[src/rtl/ps2_pkg.sv]
// Shared constants and types for the PS/2 key controller slice.
package ps2_pkg;

  localparam logic [7:0] PS2_BREAK = 8'hF0;
  localparam logic [7:0] PS2_EXT   = 8'hE0;

  typedef enum logic [1:0] {
    IDLE   = 2'd0,
    POP    = 2'd1,
    SETTLE = 2'd2
  } ps2_state_e;

endpackage

[src/rtl/ps2_key_ctrl_if.sv]
// Scan-code FIFO handshake between ps2_keyboard (master) and its consumer (slave).
interface ps2_key_ctrl_if;
  import ps2_pkg::*;

  logic       ready;
  logic [7:0] data;
  logic       overflow;
  logic       nextdata_n;

  modport master (
    output ready,
    output data,
    output overflow,
    input  nextdata_n
  );

  modport slave (
    input  ready,
    input  data,
    input  overflow,
    output nextdata_n
  );

endinterface

[src/rtl/ps2_scan2ascii.sv]
// Combinational PS/2 set-2 scan code to lowercase ASCII lookup; unmapped codes give 0.
module ps2_scan2ascii
  import ps2_pkg::*;
(
  input  logic [7:0] code,
  output logic [7:0] ascii
);

  // Lookup of letters, digits, space and enter.
  always_comb begin
    ascii = 8'h00;
    unique case (code)
      8'h1C: ascii = 8'h61; // a
      8'h32: ascii = 8'h62; // b
      8'h21: ascii = 8'h63; // c
      8'h23: ascii = 8'h64; // d
      8'h24: ascii = 8'h65; // e
      8'h2B: ascii = 8'h66; // f
      8'h34: ascii = 8'h67; // g
      8'h33: ascii = 8'h68; // h
      8'h43: ascii = 8'h69; // i
      8'h3B: ascii = 8'h6A; // j
      8'h42: ascii = 8'h6B; // k
      8'h4B: ascii = 8'h6C; // l
      8'h3A: ascii = 8'h6D; // m
      8'h31: ascii = 8'h6E; // n
      8'h44: ascii = 8'h6F; // o
      8'h4D: ascii = 8'h70; // p
      8'h15: ascii = 8'h71; // q
      8'h2D: ascii = 8'h72; // r
      8'h1B: ascii = 8'h73; // s
      8'h2C: ascii = 8'h74; // t
      8'h3C: ascii = 8'h75; // u
      8'h2A: ascii = 8'h76; // v
      8'h1D: ascii = 8'h77; // w
      8'h22: ascii = 8'h78; // x
      8'h35: ascii = 8'h79; // y
      8'h1A: ascii = 8'h7A; // z
      8'h45: ascii = 8'h30; // 0
      8'h16: ascii = 8'h31; // 1
      8'h1E: ascii = 8'h32; // 2
      8'h26: ascii = 8'h33; // 3
      8'h25: ascii = 8'h34; // 4
      8'h2E: ascii = 8'h35; // 5
      8'h36: ascii = 8'h36; // 6
      8'h3D: ascii = 8'h37; // 7
      8'h3E: ascii = 8'h38; // 8
      8'h46: ascii = 8'h39; // 9
      8'h29: ascii = 8'h20; // space
      8'h5A: ascii = 8'h0D; // enter
      default: ascii = 8'h00;
    endcase
  end

endmodule

[src/rtl/ps2_key_ctrl.sv]
// Pops the PS/2 scan-code FIFO, decodes make/break/extended sequences,
// tracks the last held key and counts completed press+release strokes.
module ps2_key_ctrl
  import ps2_pkg::*;
#(
  parameter int CNT_W = 8
) (
  input  logic             clk,
  input  logic             rst,
  ps2_key_ctrl_if.slave    fifo,
  output logic [7:0]       key_code,
  output logic             key_ext,
  output logic             key_down,
  output logic             make_pulse,
  output logic             break_pulse,
  output logic [CNT_W-1:0] press_cnt,
  output logic [7:0]       ascii,
  output logic             ovf_sticky
);

  ps2_state_e       state, state_nxt;
  logic [7:0]       byte_q, byte_nxt;
  logic             nextdata_n_q, nextdata_n_nxt;
  logic             ext_pend, ext_pend_nxt;
  logic             brk_pend, brk_pend_nxt;
  logic [7:0]       key_code_nxt;
  logic             key_ext_nxt;
  logic             key_down_nxt;
  logic             make_nxt;
  logic             break_nxt;
  logic [CNT_W-1:0] press_cnt_nxt;
  logic             same_key;
  logic [7:0]       rom_ascii;

  assign fifo.nextdata_n = nextdata_n_q;

  // The byte being decoded refers to the tracked key in the same E0 space.
  assign same_key = key_down && (byte_q == key_code) && (ext_pend == key_ext);

  // Next-state and next-output logic; pulses default low so they last one cycle.
  always_comb begin
    state_nxt      = state;
    byte_nxt       = byte_q;
    nextdata_n_nxt = nextdata_n_q;
    ext_pend_nxt   = ext_pend;
    brk_pend_nxt   = brk_pend;
    key_code_nxt   = key_code;
    key_ext_nxt    = key_ext;
    key_down_nxt   = key_down;
    make_nxt       = 1'b0;
    break_nxt      = 1'b0;
    press_cnt_nxt  = press_cnt;
    unique case (state)
      IDLE: begin
        if (fifo.ready) begin
          byte_nxt       = fifo.data;
          nextdata_n_nxt = 1'b0;
          state_nxt      = POP;
        end
      end
      POP: begin
        nextdata_n_nxt = 1'b1;
        state_nxt      = SETTLE;
        if (byte_q == PS2_EXT) begin
          ext_pend_nxt = 1'b1;
        end else if (byte_q == PS2_BREAK) begin
          brk_pend_nxt = 1'b1;
        end else if (brk_pend) begin
          // Releases of anything but the tracked key are dropped silently.
          if (same_key) begin
            key_down_nxt  = 1'b0;
            break_nxt     = 1'b1;
            press_cnt_nxt = press_cnt + CNT_W'(1);
          end
          brk_pend_nxt = 1'b0;
          ext_pend_nxt = 1'b0;
        end else begin
          // A make of the already-held key is typematic repeat and is ignored.
          if (!same_key) begin
            key_code_nxt = byte_q;
            key_ext_nxt  = ext_pend;
            key_down_nxt = 1'b1;
            make_nxt     = 1'b1;
          end
          ext_pend_nxt = 1'b0;
        end
      end
      SETTLE: begin
        // Dead cycle so the FIFO head reflects the pop before it is sampled.
        state_nxt = IDLE;
      end
      default: state_nxt = IDLE;
    endcase
  end

  // State and registered outputs; reset also drops any pending E0/F0 prefix.
  always_ff @(posedge clk) begin
    if (rst) begin
      state        <= IDLE;
      nextdata_n_q <= 1'b1;
      ext_pend     <= 1'b0;
      brk_pend     <= 1'b0;
      key_code     <= 8'h00;
      key_ext      <= 1'b0;
      key_down     <= 1'b0;
      make_pulse   <= 1'b0;
      break_pulse  <= 1'b0;
      press_cnt    <= '0;
    end else begin
      state        <= state_nxt;
      nextdata_n_q <= nextdata_n_nxt;
      ext_pend     <= ext_pend_nxt;
      brk_pend     <= brk_pend_nxt;
      key_code     <= key_code_nxt;
      key_ext      <= key_ext_nxt;
      key_down     <= key_down_nxt;
      make_pulse   <= make_nxt;
      break_pulse  <= break_nxt;
      press_cnt    <= press_cnt_nxt;
    end
  end

  // Captured FIFO byte; only meaningful in POP, so it needs no reset.
  always_ff @(posedge clk) begin
    byte_q <= byte_nxt;
  end

  // Sticky overflow flag, cleared only by reset.
  always_ff @(posedge clk) begin
    if (rst) begin
      ovf_sticky <= 1'b0;
    end else if (fifo.overflow) begin
      ovf_sticky <= 1'b1;
    end
  end

  ps2_scan2ascii u_scan2ascii (
    .code  (key_code),
    .ascii (rom_ascii)
  );

  // Extended keys have no ASCII meaning on this path.
  assign ascii = key_ext ? 8'h00 : rom_ascii;

endmodule

[src/flat_wrapper.sv]
// flat-port wrapper written by rule: the top's interface ports become plain ports
module ps2_key_ctrl_flat import ps2_pkg::*;
#(
  parameter int CNT_W = 8
)
  (clk, rst, key_code, key_ext, key_down, make_pulse, break_pulse, press_cnt, ascii, ovf_sticky, fifo_ready, fifo_data, fifo_overflow, fifo_nextdata_n);
  ps2_key_ctrl_if fifo_i ();
  input  logic clk;
  input  logic rst;
  output logic [7:0] key_code;
  output logic key_ext;
  output logic key_down;
  output logic make_pulse;
  output logic break_pulse;
  output logic [CNT_W-1:0] press_cnt;
  output logic [7:0] ascii;
  output logic ovf_sticky;
  input wire logic [$bits(fifo_i.ready)-1:0] fifo_ready;
  input wire logic [$bits(fifo_i.data)-1:0] fifo_data;
  input wire logic [$bits(fifo_i.overflow)-1:0] fifo_overflow;
  output wire logic [$bits(fifo_i.nextdata_n)-1:0] fifo_nextdata_n;
  assign fifo_i.ready = fifo_ready;
  assign fifo_i.data = fifo_data;
  assign fifo_i.overflow = fifo_overflow;
  assign fifo_nextdata_n = fifo_i.nextdata_n;
  ps2_key_ctrl #(.CNT_W(CNT_W)) u_core (.clk(clk), .rst(rst), .fifo(fifo_i), .key_code(key_code), .key_ext(key_ext), .key_down(key_down), .make_pulse(make_pulse), .break_pulse(break_pulse), .press_cnt(press_cnt), .ascii(ascii), .ovf_sticky(ovf_sticky));
endmodule
[config.mk]
export PLATFORM = sky130hd
export DESIGN_NAME = ps2_key_ctrl_flat
export DESIGN_NICKNAME = d
export VERILOG_FILES = /design/src/rtl/ps2_pkg.sv /design/src/rtl/ps2_key_ctrl_if.sv /design/src/rtl/ps2_scan2ascii.sv /design/src/rtl/ps2_key_ctrl.sv /design/src/flat_wrapper.sv
export SDC_FILE = /design/constraint.sdc
export NUM_CORES = 1
export LEC_CHECK = 0
export CELL_PAD_IN_SITES_DETAIL_PLACEMENT = 0
export CELL_PAD_IN_SITES_GLOBAL_PLACEMENT = 1
export CORE_MARGIN = 1.5
export CORE_UTILIZATION = 46
export CTS_CLUSTER_DIAMETER = 100
export CTS_CLUSTER_SIZE = 25
export DETAILED_ROUTE_END_ITERATION = 8
export DONT_BUFFER_PORTS = 1
export MAX_ROUTING_LAYER = met4
export PLACE_DENSITY = 0.85
export SKIP_CTS_REPAIR_TIMING = 1
export SYNTH_ARGS = -nofsm -noshare
export SYNTH_HDL_FRONTEND = slang
export SYNTH_HIERARCHICAL = 1
export SYNTH_SLANG_ARGS = --single-unit
export TNS_END_PERCENT = 30
[constraint.sdc]
create_clock -name clk -period 2.43 [get_ports clk]
set_input_delay 0.243 -clock clk [delete_from_list [all_inputs] [get_ports clk]]
set_output_delay 0.243 -clock clk [all_outputs]
set_load 0.01 [all_outputs]
Yosys cells after proc, flatten, opt, wreduce, memory -nomap -nowiden
Memories as Yosys holds them, arrays and structs flattened. A register that Yosys moved wholly into a read port is not among the register bits.
Index checks and enable logic that the tools add are counted.
W data, S select, Z words.

storage, ports and cells
  bits in registers = 34
  ROM bits = 896
  word-level logic and storage cells = 57
  memories kept = 1

memories
  memory           depth  bits a word  rd ports  clocked after memory_dff  write ports  RTL line              RTL
  (no name shown)  128    7            1         1                         0            ps2_scan2ascii.sv:12  unique case (code)

operators by class
  $add $sub $neg = 1
  equality and inequality tests = 9
  muxes and demuxes = 16
  bitwise operators = 5
  reduce and logical (&&, ||, !) cells = 13

operators by type and width
  kind                   number
  $eq A8 B8 Y1 const B   2
  $mux W8                2
  $reduce_and A5 Y1      3
  $mux W7                2
  $reduce_or A5 Y1       2
  $mux W1                9
  $add A8 B1 Y8 const B  1
  $eq A8 B8 Y1           1
  $reduce_and A2 Y1      4
  $not A1 Y1             5
  $ne A2 B1 Y1 const B   2
  $ne A2 B2 Y1 const B   2
  $pmux W2 S2            1
  $eq A2 B1 Y1 const B   1
  $logic_and A1 B1 Y1    2
  $logic_not A2 Y1       1
  $mux W2                1
  $pmux W1 S2            1
  $reduce_bool A2 Y1     1
  $eq A1 B1 Y1           1

Depth between registers and ports, before layout
  depth in word-level cells = 7
  gate-level depth with buffers = 10
  gate-level depth less buffers = 8

Modules after synthesis
Netlist, hierarchy kept.

by module, submodules not included
  module          times used  cells an instance  area an instance (um^2)  sequential area each (um^2)
  ps2_key_ctrl    1           149                1465.2                   760.7
  ps2_scan2ascii  1           122                810.8                    0.0

Least setup slack after synthesis
Ideal clock, no wire load.

  path kind = reg-to-output
  from = reg, netlist name u_core/key_code[1]
  to = out ascii[4]
  data arrival time = 1.969 ns
  required time = 2.187 ns
  setup slack = 0.218 ns
  stages on the path, launching flop included = 8
  buffers on the path = 1
  cells stage by stage = dfxtp_1 > buf_2 > inv_1 > ha_1 > a21boi_0 > or4_1 > a211oi_1 > and2b_2

RTL lines
  item           RTL line            RTL
  end, declared  flat_wrapper.sv:16  output logic [7:0] ascii;

==> run metrics <==
EDFF count, synth 8; worst-path cell chain buf_4 > ha_1 > nand2b_1 > and3_1 > o21ba_1 > o41ai_1 > and2b_2; Worst Path Required 2.19 ns; total power 1.45 mW; Synth top cells by count a21oi_1 (27), dfxtp_1 (26), nand2_1 (19), nand3_1 (19), nor2_1 (18); Mapped Nets 292; clock-pin slew on the worst setup and hold paths 0.07 ns; diode count 0; Leak 0.883 nW; layout cells sized above 1 15.6%; PD cells 573 nW/um2; vias per cell 5.96; main area contributors after synthesis dfxtp_1 (23%), edfxtp_1 (11%), a21oi_1 (5.9%); Rel. slew slack 62.9%; fin util 53.2%; Yosys top cell area share 22.9%; CTS sink count 34; cell area after synthesis 2280 um2; CP max FO 8; Peak Freq 436 MHz; Final Max Tran Viols 0; Yosys reg bits 34; Worst-Margin Slew 0.555 ns; maxcap violations 0; Async SR Flop Fraction 0%; Syn Inst Count 271; endpoint class of the critical path primary output; worst setup path class register to primary output; Slowest-stage cell, CP dfxtp_4; Layout area overhead 11.2%; crit-path max cell delay 0.40 ns; largest net degree at the start of global routing 35; Setup Skew 0.00265 ns; via count 2010; sequential area share after synthesis 33.4%; Initial Util 47.9%; top-count cell post-synth a21oi_1; startpoint types register; die span in y 73.3 um; GRT Resource Usage Total 20.6%; remaining global-route overflow 0; minimum clock period 2.29 ns; insertion delay to the later sink of the worst-skew pair 0.28 ns; DR WL/cell 15.8 um; Avg Inst Size Synth 8.40 um2; Setup Viol. Count Final 0; ys flop type dfxtp_1; GP Congestion 0.935; Hold WC Path Type primary input to register; htree depth 2; Routed Wire Length 5.34 mm; DRC 0; first-pass GRT wire length 8.34 mm; dpl hpwl 3.79 mm; setup TNS 0 ns; vias in the first global route 1725; Top Ports 42; Inserted Clock Buffers 5; post-route antenna net violation count 0; count of cell types in the netlist 56; Synth area leader dfxtp_1; FP Rows 25; buffers added on ports 0; DRT Pass-1 Iters 4; core area 4750 um2; Iteration-0 DRC Markers 238; CTS Root Cell clkbuf_8; status finished clean; Clock Tree Buf Depth 2; full die area 5380 um2; Ys Warns 6; period utilization 94.3%; arrival time worst endpoint 2.05 ns; Max VDD drop 0.413 mV; Final Hold Viols 0; initial antenna violation count 0; nets@finish 290; CTS tree yes; chip width 73.3 um
==> report_power, final <==
| part | leakage (nW) | internal, mW | switching, mW |
|---|---|---|---|
| Combinational | 0.525 | 0.0853 | 0.115 |
| Sequential | 0.289 | 0.604 | 0.0305 |
| Clock | 0.0683 | 0.411 | 0.206 |
| Total | 0.883 | 1.10 | 0.351 |
==> per-layer routing <==
| layer | global-route usage [%] | share of wire (%) | vias up | wire length (um) |
|---|---|---|---|---|
| met4 | 6.38 | 1.5 | 0 | 82 |
| met2 | 30.7 | 47 | 83 | 2500 |
| met5 | - | 0 | - | 0 |
| met3 | 4.94 | 7.2 | 9 | 386 |
| met1 | 27.7 | 44 | 939 | 2370 |
| li1 | - | - | 979 | - |
==> flip-flops by register name, indices dropped and copies added, names as in the netlist <==
name,count
u_core/make_pulse,1
u_core/ext_pend,1
u_core/break_pulse,1
u_core/key_code,8
u_core/ovf_sticky,1
u_core/state,2
u_core/key_down,1
u_core/brk_pend,1
u_core/byte_q,8
u_core/press_cnt,8
u_core/key_ext,1
u_core/fifo.nextdata_n,1
==> through the flow <==
step	hold slack [ns]	instance area [um2]	setup WS, ns	std cells
global route	0.0000798	2530	-0.00297	337
detailed placement	0.316	2350	0.220	328
finish	0.0218	2530	0.137	337
global placement	0.315	2350	0.254	328
CTS	0.0102	2490	-0.0359	336
floorplan	0.342	2280	0.218	271
==> logic make-up (layout without fill, tap and decap cells) <==
kind of cell	count (synthesis)	after routing	share of synthesized area (%)
buffers and inverters	29	28	6.54
adders and majority gates	9	9	4.95
DFF	34	34	33.4
and+or+nand+nor	105	105	25.2
other	1	1	0.165
muxes	10	10	4.45
xor gates and xnor gates	10	10	4.84
AOI/OAI and AO/OA	73	73	20.5
==> placed cells by master (no fill, tap or decap), types with 7 or more instances in the layout <==
cell	synthesis	routed
a21oi_1	27	27
dfxtp_1	26	24
nand3_1	19	19
nand2_1	19	19
nor2_1	18	18
o21ai_0	16	16
buf_4	2	9
and2b_2	9	9
mux2i_1	9	9
edfxtp_1	8	8
nand2b_1	7	7
nor3_1	7	7
or3_1	7	7
==> critical path, delay by kind of cell (launching register included) <==
kind | cells | cell delay [ns]
buf+inv | 1 | 0.18
flops | 1 | 0.40
simple gates | 3 | 0.55
fa+ha+maj | 1 | 0.19
compound gates | 2 | 0.44
==> path summary, 6_finish.rpt <==
check,from,end,slack [ns],cells past startpoint
max,u_core/key_code[0],ascii[0],0.14,7
min,rst,u_core/key_down,0.02,1
max reg2reg,u_core/key_code[0],u_core/press_cnt[6],0.31,6
min reg2reg,u_core/state[0],u_core/state[0],0.44,1
==> layout make-up <==
cell class | count | area [um2]
clock buffers | 5 | 68.8
clock inverters | 3 | 68.8
fillers | 464 | 2220
inverters | 8 | 30.0
multi-input cells | 208 | 1400
flip-flops and latches | 34 | 766
well taps | 67 | 83.8
repair buffers | 12 | 118
(Power assumes the default switching activity.)
